File: config.mk
export PLATFORM = sky130hd
export DESIGN_NAME = muldiv_controller
export DESIGN_NICKNAME = d
export VERILOG_FILES = /design/src/rtl/muldiv_pkg.sv /design/src/rtl/muldiv_step.sv /design/src/rtl/muldiv_controller.sv
export SDC_FILE = /design/constraint.sdc
export NUM_CORES = 1
export LEC_CHECK = 0
export CAP_MARGIN = 20
export CORE_MARGIN = 8
export CORE_UTILIZATION = 60
export CTS_CLUSTER_DIAMETER = 120
export CTS_CLUSTER_SIZE = 30
export DETAILED_ROUTE_END_ITERATION = 7
export HOLD_SLACK_MARGIN = 0.02
export PLACE_DENSITY = 0.87
export SYNTH_ARGS = -nofsm -noshare
export SYNTH_HDL_FRONTEND = slang
export SYNTH_HIERARCHICAL = 1
export SYNTH_SLANG_ARGS = --single-unit
File: constraint.sdc
create_clock -name clk -period 5.2 [get_ports clk]
set_clock_uncertainty 0.1 [all_clocks]
set_input_delay 1.3 -clock clk [delete_from_list [all_inputs] [get_ports clk]]
set_output_delay 1.3 -clock clk [all_outputs]
set_load 0.005 [all_outputs]
File: src/rtl/muldiv_pkg.sv
// Shared operation codes and helpers for the HI/LO multiply/divide sequencer.
package muldiv_pkg;

    // 4-bit operation codes issued by the decode stage next to the ALU codes
    typedef enum logic [3:0] {
        MD_NONE  = 4'd0,
        MD_MULT  = 4'd1,
        MD_MULTU = 4'd2,
        MD_DIV   = 4'd3,
        MD_DIVU  = 4'd4,
        MD_MTHI  = 4'd5,
        MD_MTLO  = 4'd6
    } md_op_t;

    // True for the operations that run through the iterative datapath
    function automatic logic is_iter_op(input logic [3:0] op);
        return (op == MD_MULT) || (op == MD_MULTU) || (op == MD_DIV) || (op == MD_DIVU);
    endfunction

    // True for the operations that interpret their operands as two's complement
    function automatic logic is_signed_op(input logic [3:0] op);
        return (op == MD_MULT) || (op == MD_DIV);
    endfunction

    // True for the divide family
    function automatic logic is_div_op(input logic [3:0] op);
        return (op == MD_DIV) || (op == MD_DIVU);
    endfunction

endpackage

File: src/rtl/muldiv_step.sv
// One combinational iteration of unsigned shift-add multiply or restoring
// shift-subtract divide over a shared 2*WIDTH-bit accumulator.
//   multiply: acc = {partial product high half, remaining multiplier bits}
//   divide  : acc = {partial remainder, dividend bits / quotient bits}
module muldiv_step #(
    parameter int WIDTH = 32
) (
    input  logic               is_div,
    input  logic [2*WIDTH-1:0] acc_in,
    input  logic [WIDTH-1:0]   operand,
    output logic [2*WIDTH-1:0] acc_out
);

    logic [WIDTH:0]   sum;
    logic [WIDTH:0]   shifted;
    logic             fits;
    logic [WIDTH-1:0] diff;

    // Single step: add-then-shift-right for multiply, shift-left-then-trial-subtract for divide
    always_comb begin
        sum     = {1'b0, acc_in[2*WIDTH-1:WIDTH]} + (acc_in[0] ? {1'b0, operand} : '0);
        shifted = {acc_in[2*WIDTH-1:WIDTH], acc_in[WIDTH-1]};
        fits    = (shifted >= {1'b0, operand});
        // Restored remainder is always below the divisor, so the low WIDTH bits suffice
        diff    = shifted[WIDTH-1:0] - operand;
        if (is_div) begin
            if (fits) begin
                acc_out = {diff, acc_in[WIDTH-2:0], 1'b1};
            end else begin
                acc_out = {shifted[WIDTH-1:0], acc_in[WIDTH-2:0], 1'b0};
            end
        end else begin
            acc_out = {sum, acc_in[WIDTH-1:1]};
        end
    end

endmodule

File: src/rtl/muldiv_controller.sv
// Iterative multiply/divide sequencer owning HI/LO. One op per start pulse,
// busy for WIDTH+1 cycles; MTHI/MTLO write immediately while idle.
module muldiv_controller
    import muldiv_pkg::*;
#(
    parameter int WIDTH = 32
) (
    input  logic             clk,
    input  logic             reset_n,
    input  logic             start,
    input  logic [3:0]       op,
    input  logic [WIDTH-1:0] A,
    input  logic [WIDTH-1:0] B,
    input  logic             cancel,
    output logic             busy,
    output logic [WIDTH-1:0] hi,
    output logic [WIDTH-1:0] lo
);

    localparam int CW = (WIDTH > 1) ? $clog2(WIDTH) : 1;

    localparam logic [1:0] ST_IDLE  = 2'd0;
    localparam logic [1:0] ST_ITER  = 2'd1;
    localparam logic [1:0] ST_FIXUP = 2'd2;

    logic [1:0]         state_reg, state_next;
    logic [CW-1:0]      counter_reg;
    logic               busy_reg;
    logic [WIDTH-1:0]   hi_reg, lo_reg;
    logic [2*WIDTH-1:0] acc_reg, acc_next;
    logic [WIDTH-1:0]   opb_reg, orig_a_reg;
    logic               is_div_reg, neg_res_reg, neg_rem_reg, div_zero_reg;

    logic               accept_iter, mthi_we, mtlo_we, fix_we;
    logic               a_neg, b_neg;
    logic [WIDTH-1:0]   a_mag, b_mag;
    logic [2*WIDTH-1:0] product;
    logic [WIDTH-1:0]   quot, rem;

    assign busy = busy_reg;
    assign hi   = hi_reg;
    assign lo   = lo_reg;

    // Magnitudes of the operands; unsigned ops pass the raw values through
    always_comb begin
        a_neg = is_signed_op(op) & A[WIDTH-1];
        b_neg = is_signed_op(op) & B[WIDTH-1];
        a_mag = a_neg ? (~A + 1'b1) : A;
        b_mag = b_neg ? (~B + 1'b1) : B;
    end

    muldiv_step #(.WIDTH(WIDTH)) u_step (
        .is_div  (is_div_reg),
        .acc_in  (acc_reg),
        .operand (opb_reg),
        .acc_out (acc_next)
    );

    // State register
    always_ff @(posedge clk or negedge reset_n) begin
        if (!reset_n) begin
            state_reg <= ST_IDLE;
        end else begin
            state_reg <= state_next;
        end
    end

    // Next-state logic; cancel always forces a return to idle
    always_comb begin
        state_next = state_reg;
        case (state_reg)
            ST_IDLE:  if (accept_iter) state_next = ST_ITER;
            ST_ITER: begin
                if (cancel) begin
                    state_next = ST_IDLE;
                end else if (counter_reg == CW'(WIDTH - 1)) begin
                    state_next = ST_FIXUP;
                end
            end
            ST_FIXUP: state_next = ST_IDLE;
            default:  state_next = ST_IDLE;
        endcase
    end

    // Per-state strobes: accept/MT* only while idle and not cancelled, HI/LO write in FIXUP
    always_comb begin
        accept_iter = 1'b0;
        mthi_we     = 1'b0;
        mtlo_we     = 1'b0;
        fix_we      = 1'b0;
        case (state_reg)
            ST_IDLE: begin
                if (start && !cancel) begin
                    accept_iter = is_iter_op(op);
                    mthi_we     = (op == MD_MTHI);
                    mtlo_we     = (op == MD_MTLO);
                end
            end
            ST_FIXUP: fix_we = !cancel;
            default: ;
        endcase
    end

    // Signed results: product/quotient negate on differing signs, remainder follows dividend
    always_comb begin
        product = neg_res_reg ? (~acc_reg + 1'b1) : acc_reg;
        quot    = neg_res_reg ? (~acc_reg[WIDTH-1:0] + 1'b1) : acc_reg[WIDTH-1:0];
        rem     = neg_rem_reg ? (~acc_reg[2*WIDTH-1:WIDTH] + 1'b1) : acc_reg[2*WIDTH-1:WIDTH];
    end

    // Iteration datapath: latch operands on accept, step the accumulator in ITER
    always_ff @(posedge clk or negedge reset_n) begin
        if (!reset_n) begin
            acc_reg      <= '0;
            opb_reg      <= '0;
            orig_a_reg   <= '0;
            is_div_reg   <= 1'b0;
            neg_res_reg  <= 1'b0;
            neg_rem_reg  <= 1'b0;
            div_zero_reg <= 1'b0;
            counter_reg  <= '0;
        end else if (accept_iter) begin
            acc_reg      <= {{WIDTH{1'b0}}, a_mag};
            opb_reg      <= b_mag;
            orig_a_reg   <= A;
            is_div_reg   <= is_div_op(op);
            neg_res_reg  <= a_neg ^ b_neg;
            neg_rem_reg  <= a_neg;
            div_zero_reg <= (B == '0);
            counter_reg  <= '0;
        end else if (state_reg == ST_ITER) begin
            acc_reg      <= acc_next;
            counter_reg  <= counter_reg + CW'(1);
        end
    end

    // HI/LO and busy: written only by MT* in idle or by a completed FIXUP
    always_ff @(posedge clk or negedge reset_n) begin
        if (!reset_n) begin
            hi_reg   <= '0;
            lo_reg   <= '0;
            busy_reg <= 1'b0;
        end else begin
            busy_reg <= (state_next != ST_IDLE);
            if (mthi_we) hi_reg <= A;
            if (mtlo_we) lo_reg <= A;
            if (fix_we) begin
                if (!is_div_reg) begin
                    {hi_reg, lo_reg} <= product;
                end else if (div_zero_reg) begin
                    hi_reg <= orig_a_reg;
                    lo_reg <= '1;
                end else begin
                    hi_reg <= rem;
                    lo_reg <= quot;
                end
            end
        end
    end

endmodule
==> run metrics, run 1 <==
Setup crit end kind=register; Max transition margin=27.4%; hold path depth=2; Core Region=28500 sq um; dpl hpwl=42900 um; global routing's busiest layer=met2; top-area cell type share of the netlist area=29.5%; overall power=9.68 mW; nets@finish=2396; TNS Setup=0 ns; CTS HTree Levels=1; Final Max Tran Viols=0; CP max FO=16; mux contribution to synthesized area=6.88%; M2 GR Usage=a little over half; Hold Crit Class=register to register; Synth Area in Compound Gates=between 20% and 30%; clk root buf=clkbuf_16; area of the die=34600 sq um; residual DRC count=0; Crit Path Class=register to register; Die W=186 um; r2r endpoint=acc_reg[55]; Max VDD drop=290 uV; post-synth cell types=82; area grow syn2layout=11.5%; Worst Path Required=approximately 5.5 ns; post-synthesis xor/xnor area fraction=7.84%; Post-DP Area=19000 sq um; Final Hold Viols=0; Syn Inst Count=2205; Ys Warns=6; PortBufs=136; met3 Use GR=5.37%; setup repair bufs after CTS=0; grt total ovfl=0; initial antenna violation count=0; CP arrival=4.59 ns; CTS Sinks=204; chip height=~190 um; site row count=62; RSZ-0062 raised after global routing=no; final number of setup-violating endpoints=0; Mapped Area=17300 sq um; fmax=234 MHz; main combinational cell family by area after synthesis=compound AO/OA/AOI/OAI gates; final wirelength=58600 um; Power Dens Cells=501 nW/um^2; latest clock arrival within the worst-skew pair=0.49 ns; total number of vias=between 15000 and 20000; startpoint types=register; simple-gate share of the synthesized area=22.4%; first-pass GRT wire length=92000 um; met1 Track Usage GR=42.6%; TritonCTS clock tree=yes; Starting Density=about three fifths; vias in the first global route=17000; area leader, netlist=dfrtp_1; mean post-synth cell area=7.86 sq um; CTS Hold Bufs=0; EDFF count, synth=0; Overall Global Routing Usage=33.2%; FFs w/ async S/R, synth=100%; Routed Antenna Nets=0; worst hold start=orig_a_reg[15]; post_cts resized=0; Critical R2R Launch=acc_reg[34]; worst-case reg-to-reg path depth=13; Pre-antenna DRT Iters=6; post-synthesis sequential area ratio=29.5%; period utilisation layout=between 80% and 90%; run status=finished, final reports clean; clock slew seen by the registers of the worst setup and hold paths=0.11 ns; max FFs per register=64; R2R Setup Slk=0.93 ns; commonest register cell after synthesis=dfrtp_1; global placement routability congestion=0.977; cts bufs inserted=11; initial drt markers=between 2000 and 2500; pin count of the biggest net entering global routing=109; Vias/cell=6.74; min Tclk post-route=4.27 ns; leak pwr=8.51 nW; WL per Instance=22.2 um; share of layout cells above drive strength 1=6.43%; worst slew pin tran=1.09 ns; synth top area cells=dfrtp_1, nand2_1, ha_1; Critical Path Source=acc_reg[34]; maxcap violations=0; Antenna Cells=0; Adder-Cell Fraction of Synth Area=under 10%; Hold EP=orig_a_reg[15]; synthesized flop and latch total=204; maximum clock path buffer count=3; fin area=19300 sq um; # IOs=137; Synth Net Count=roughly 2300
## placed cells by master, fill, tap and decap left out, types with 20 or more instances in the layout
cell and instances:
mux2_2 40, xor2_1 77, mux2i_1 74, and3_1 26
or3_1 28, buf_4 46, ha_1 70, nor2_1 128
o21ai_0 171, o22ai_1 20, dfrtp_1 203, inv_1 72
nand3_1 37, and2_1 39, nand2_1 359, clkdlybuf4s50_1 135
o31ai_1 32, nor4_1 31, a31oi_1 41, xnor2_1 78
nor3_1 45, a21oi_1 138, a21o_1 41, or4_1 24
## power by group
| group | leakage, nW | internal [mW] | switching [mW] |
|---|---|---|---|
| combinational | 5.78 | 2.50 | 3.34 |
| clock | 0.157 | 0.409 | 0.584 |
| sequential | 2.57 | 2.04 | 0.811 |
| total | 8.51 | 4.95 | 4.73 |
## logic make-up (layout without fill, tap and decap cells)
kind of cell	count (synthesis)	in the layout
adder cells (fa/ha/maj)	72	72
AO/OA/AOI/OAI	626	626
multiplexers	114	114
buffers and inverters	222	271
XOR/XNOR	155	155
AND/OR/NAND/NOR	812	812
flip-flops	204	204
## cell usage after synthesis, types with 37 or more instances
| cell type | n |
|---|---|
| clkbuf_1 | 131 |
| nand2_1 | 361 |
| o21ai_0 | 171 |
| nor3_1 | 45 |
| and2_1 | 40 |
| nor2_1 | 128 |
| a31oi_1 | 41 |
| inv_1 | 72 |
| a21o_1 | 41 |
| dfrtp_1 | 204 |
| mux2i_1 | 74 |
| xor2_1 | 77 |
| ha_1 | 70 |
| xnor2_1 | 78 |
| nand3_1 | 37 |
| a21oi_1 | 139 |
| mux2_2 | 40 |
## worst max-delay path, stage by stage, from the launching register on
cell and delay (ns):
dfrtp_1 0.75, ha_1 0.38, o21a_1 0.13, o31a_1 0.16, o31ai_1 0.54, o21a_1 0.34
o21ai_1 0.23, nand3_1 0.15, buf_4 0.19, and2_2 0.44, a21oi_1 0.13, a221oi_1 0.46
nand2_1 0.10, o21ai_0 0.09
## per-layer routing
layer / up-vias / wire (um)
met5: - / 0
met4: 0 / 3720
met3: 255 / 6000
met2: 1145 / 26100
met1: 8341 / 22800
li1: 8042 / -
## how the worst max path moves through the flow
stage | endpoint | slack [ns]
2_1_floorplan | acc_reg[59] | 1.59
3_3_place_gp | hi[12] | 1.01
3_5_place_dp | acc_reg[9] | 0.94
4_1_cts | hi[25] | 1.05
5_1_grt | acc_reg[55] | 0.78
6_report | acc_reg[55] | 0.93
## area by class of cell
| cell class | count | area (sq um) |
|---|---|---|
| Multi-Input combinational cell | 1779 | 11400 |
| Fill cell | 2412 | 9230 |
| Sequential cell | 204 | 5110 |
| Timing Repair Buffer | 184 | 1750 |
| Tap cell | 384 | 480 |
| Clock buffer | 12 | 279 |
| Inverter | 72 | 270 |
| Clock inverter | 3 | 40.0 |
## stage by stage
| step | std cells | hold slack (ns) | worst slack (ns) | utilization, % |
|---|---|---|---|---|
| CTS | 2638 | 0.385 | 1.05 | 67.7 |
| detailed placement | 2623 | 0.358 | 0.939 | 66.6 |
| global route | 2638 | 0.417 | 0.780 | 67.7 |
| global placement | 2623 | 0.356 | 1.01 | 66.6 |
| finish | 2638 | 0.389 | 0.927 | 67.7 |
| floorplan | 2205 | 0.340 | 1.59 | - |
No activity file was read; power rests on OpenSTA's default activity.
==> inputs of run 2 (changes only) <==
Settings changed: CORE_UTILIZATION 60 to 55, PLACE_DENSITY 0.87 to 0.84.
Clock period 5.2 ns to 3.45 ns, I/O delays scaled along.
==> run metrics, run 2 (synthesis gave the netlist of run 1 again) <==
Overall Global Routing Usage=32.4%; TritonCTS clock tree=yes; worst slew pin tran=approximately 1.2 ns; Vias/cell=around 6.6; share of layout cells above drive strength 1=17.5%; residual DRC count=4; TNS Setup=-0.358 ns; CTS HTree Levels=1; post-route setup slack=-0.184 ns; final number of setup-violating endpoints=5; initial antenna violation count=0; cts bufs inserted=11; clock slew seen by the registers of the worst setup and hold paths=0.12 ns; site row count=65; maximum clock path buffer count=3; Final Hold Viols=0; area of the die=37400 sq um; area grow syn2layout=24.3%; nets@finish=2614; Final Max Tran Viols=0; latest clock arrival within the worst-skew pair=roughly 0.49 ns; CP arrival=3.94 ns; most frequent cells in the layout=nand2_1, buf_4, dfrtp_1, o21ai_0, clkdlybuf4s50_1; failing checks=DRC, setup timing; pin count of the biggest net entering global routing=74; maxcap violations=0; grt total ovfl=0; Crit Path Class=register to register; Critical Path, Cell by Cell=and2_4, ha_4, fa_2, a21o_1, a211oi_2, and4bb_2, o211ai_4, a211oi_4, o211ai_2, or4b_1, and4_1, a221o_1, nand2_1, o21ai_2; run status=finished, violations left; most common cell after layout, fill and taps aside=nand2_1; Worst Path Required=3.76 ns; WL per Instance=around 22 um; startpoint types=register; Setup crit end kind=register; CP Buf/Inv Count=0; # IOs=between 100 and 150; Antenna Cells=0; period utilisation layout=105%; R2R Setup Slk=-0.18 ns; initial drt markers=2138; Top delay family on crit path=compound AO/OA/AOI/OAI gates; min Tclk post-route=3.63 ns; Power Dens Cells=around 770 nW/um^2; final wirelength=64400 um; overall power=16.6 mW; CP max FO=6; Hold Crit Class=primary input to async pin; Max VDD drop=around 460 uV; first-pass GRT wire length=99900 um; Pre-antenna DRT Iters=8; Max transition margin=21.2%; leak pwr=9.68 nW; dpl hpwl=48300 um; CTS Sinks=204; Hold WS=0.256 ns; total number of vias=around 19000; slowest cell on the critical path=dfrtp_2; Die W=193 um; vias in the first global route=18400; CP peak stage delay=0.48 ns; Core Region=roughly 31000 sq um; PortBufs=approximately 140; global placement routability congestion=1.01; max FFs per register=64; clk root buf=clkbuf_16; chip height=193 um; Starting Density=55.3%; Routed Antenna Nets=0; RSZ-0062 raised after global routing=yes; fmax=about 280 MHz
==> run 2: cell count changes in the layout (fill, tap and decap cells not counted), sizes merged <==
cell,before,now
clkinv,0,2
buf,48,266
inv,75,73
==> run 2: metrics by stage <==
stage	std cells	util [%]	instance area (sq um)	setup slack, ns
finish	2874	68.8	21500	-0.184
floorplan	2205	-	17300	-0.0682
global route	2874	68.8	21500	-0.220
detailed placement	2845	65.9	20600	-0.220
global placement	2845	65.9	20600	-0.142
CTS	2866	67.5	21100	-0.101
==> run 2: worst paths after layout <==
path,from,to,depth (start not counted)
max,acc_reg[0],acc_reg[59],14
min,reset_n,orig_a_reg[19],1
max reg2reg,acc_reg[0],acc_reg[59],14
min reg2reg,orig_a_reg[15],orig_a_reg[15],2
max in group asynchronous,reset_n,acc_reg[15],2
min in group clk,orig_a_reg[15],orig_a_reg[15],2
==> run 2: where the power goes <==
| part | switching, mW | total [mW] | internal (mW) |
|---|---|---|---|
| Combinational | 6.09 | 11.2 | 5.16 |
| Clock | 0.910 | 1.53 | 0.616 |
| Sequential | 0.767 | 3.85 | 3.09 |
==> run 2: what timing repair did <==
item	4_1_cts	5_1_grt
setup endpoints to repair	25	32
pin swaps	10	37
buffers inserted	6	8
hold buffers	0	0
gates resized for setup	29	70
==> run 2: per-layer routing <==
layer / GRT usage, % / part of all wire (%) / vias to the layer above / routed length [um]
li1: - / - / 8482 / -
met1: 40.7 / 39 / 8967 / 24800
met2: 52.3 / 46 / 1136 / 29400
met3: 5.22 / 9.7 / 250 / 6220
met4: 19.1 / 6.2 / 0 / 3970
met5: 0 / 0 / - / 0
==> run 2: worst reg2reg max path, stage by stage (launching register included) <==
cell and delay [ns]:
dfrtp_2 0.48, and2_4 0.16, ha_4 0.16, fa_2 0.35, a21o_1 0.19, a211oi_2 0.25, and4bb_2 0.30, o211ai_4 0.26
a211oi_4 0.12, o211ai_2 0.14, or4b_1 0.46, and4_1 0.17, a221o_1 0.26, nand2_1 0.09, o21ai_2 0.06
==> run 2: final cells by class <==
cell class | instances | area, sq um
repair buffers | 402 | 3490
fillers | 2540 | 9780
flip-flops and latches | 204 | 5110
clock buffers | 12 | 279
well taps | 402 | 503
clock inverters | 3 | 47.5
multi-input cells | 1779 | 11800
inverters | 72 | 270
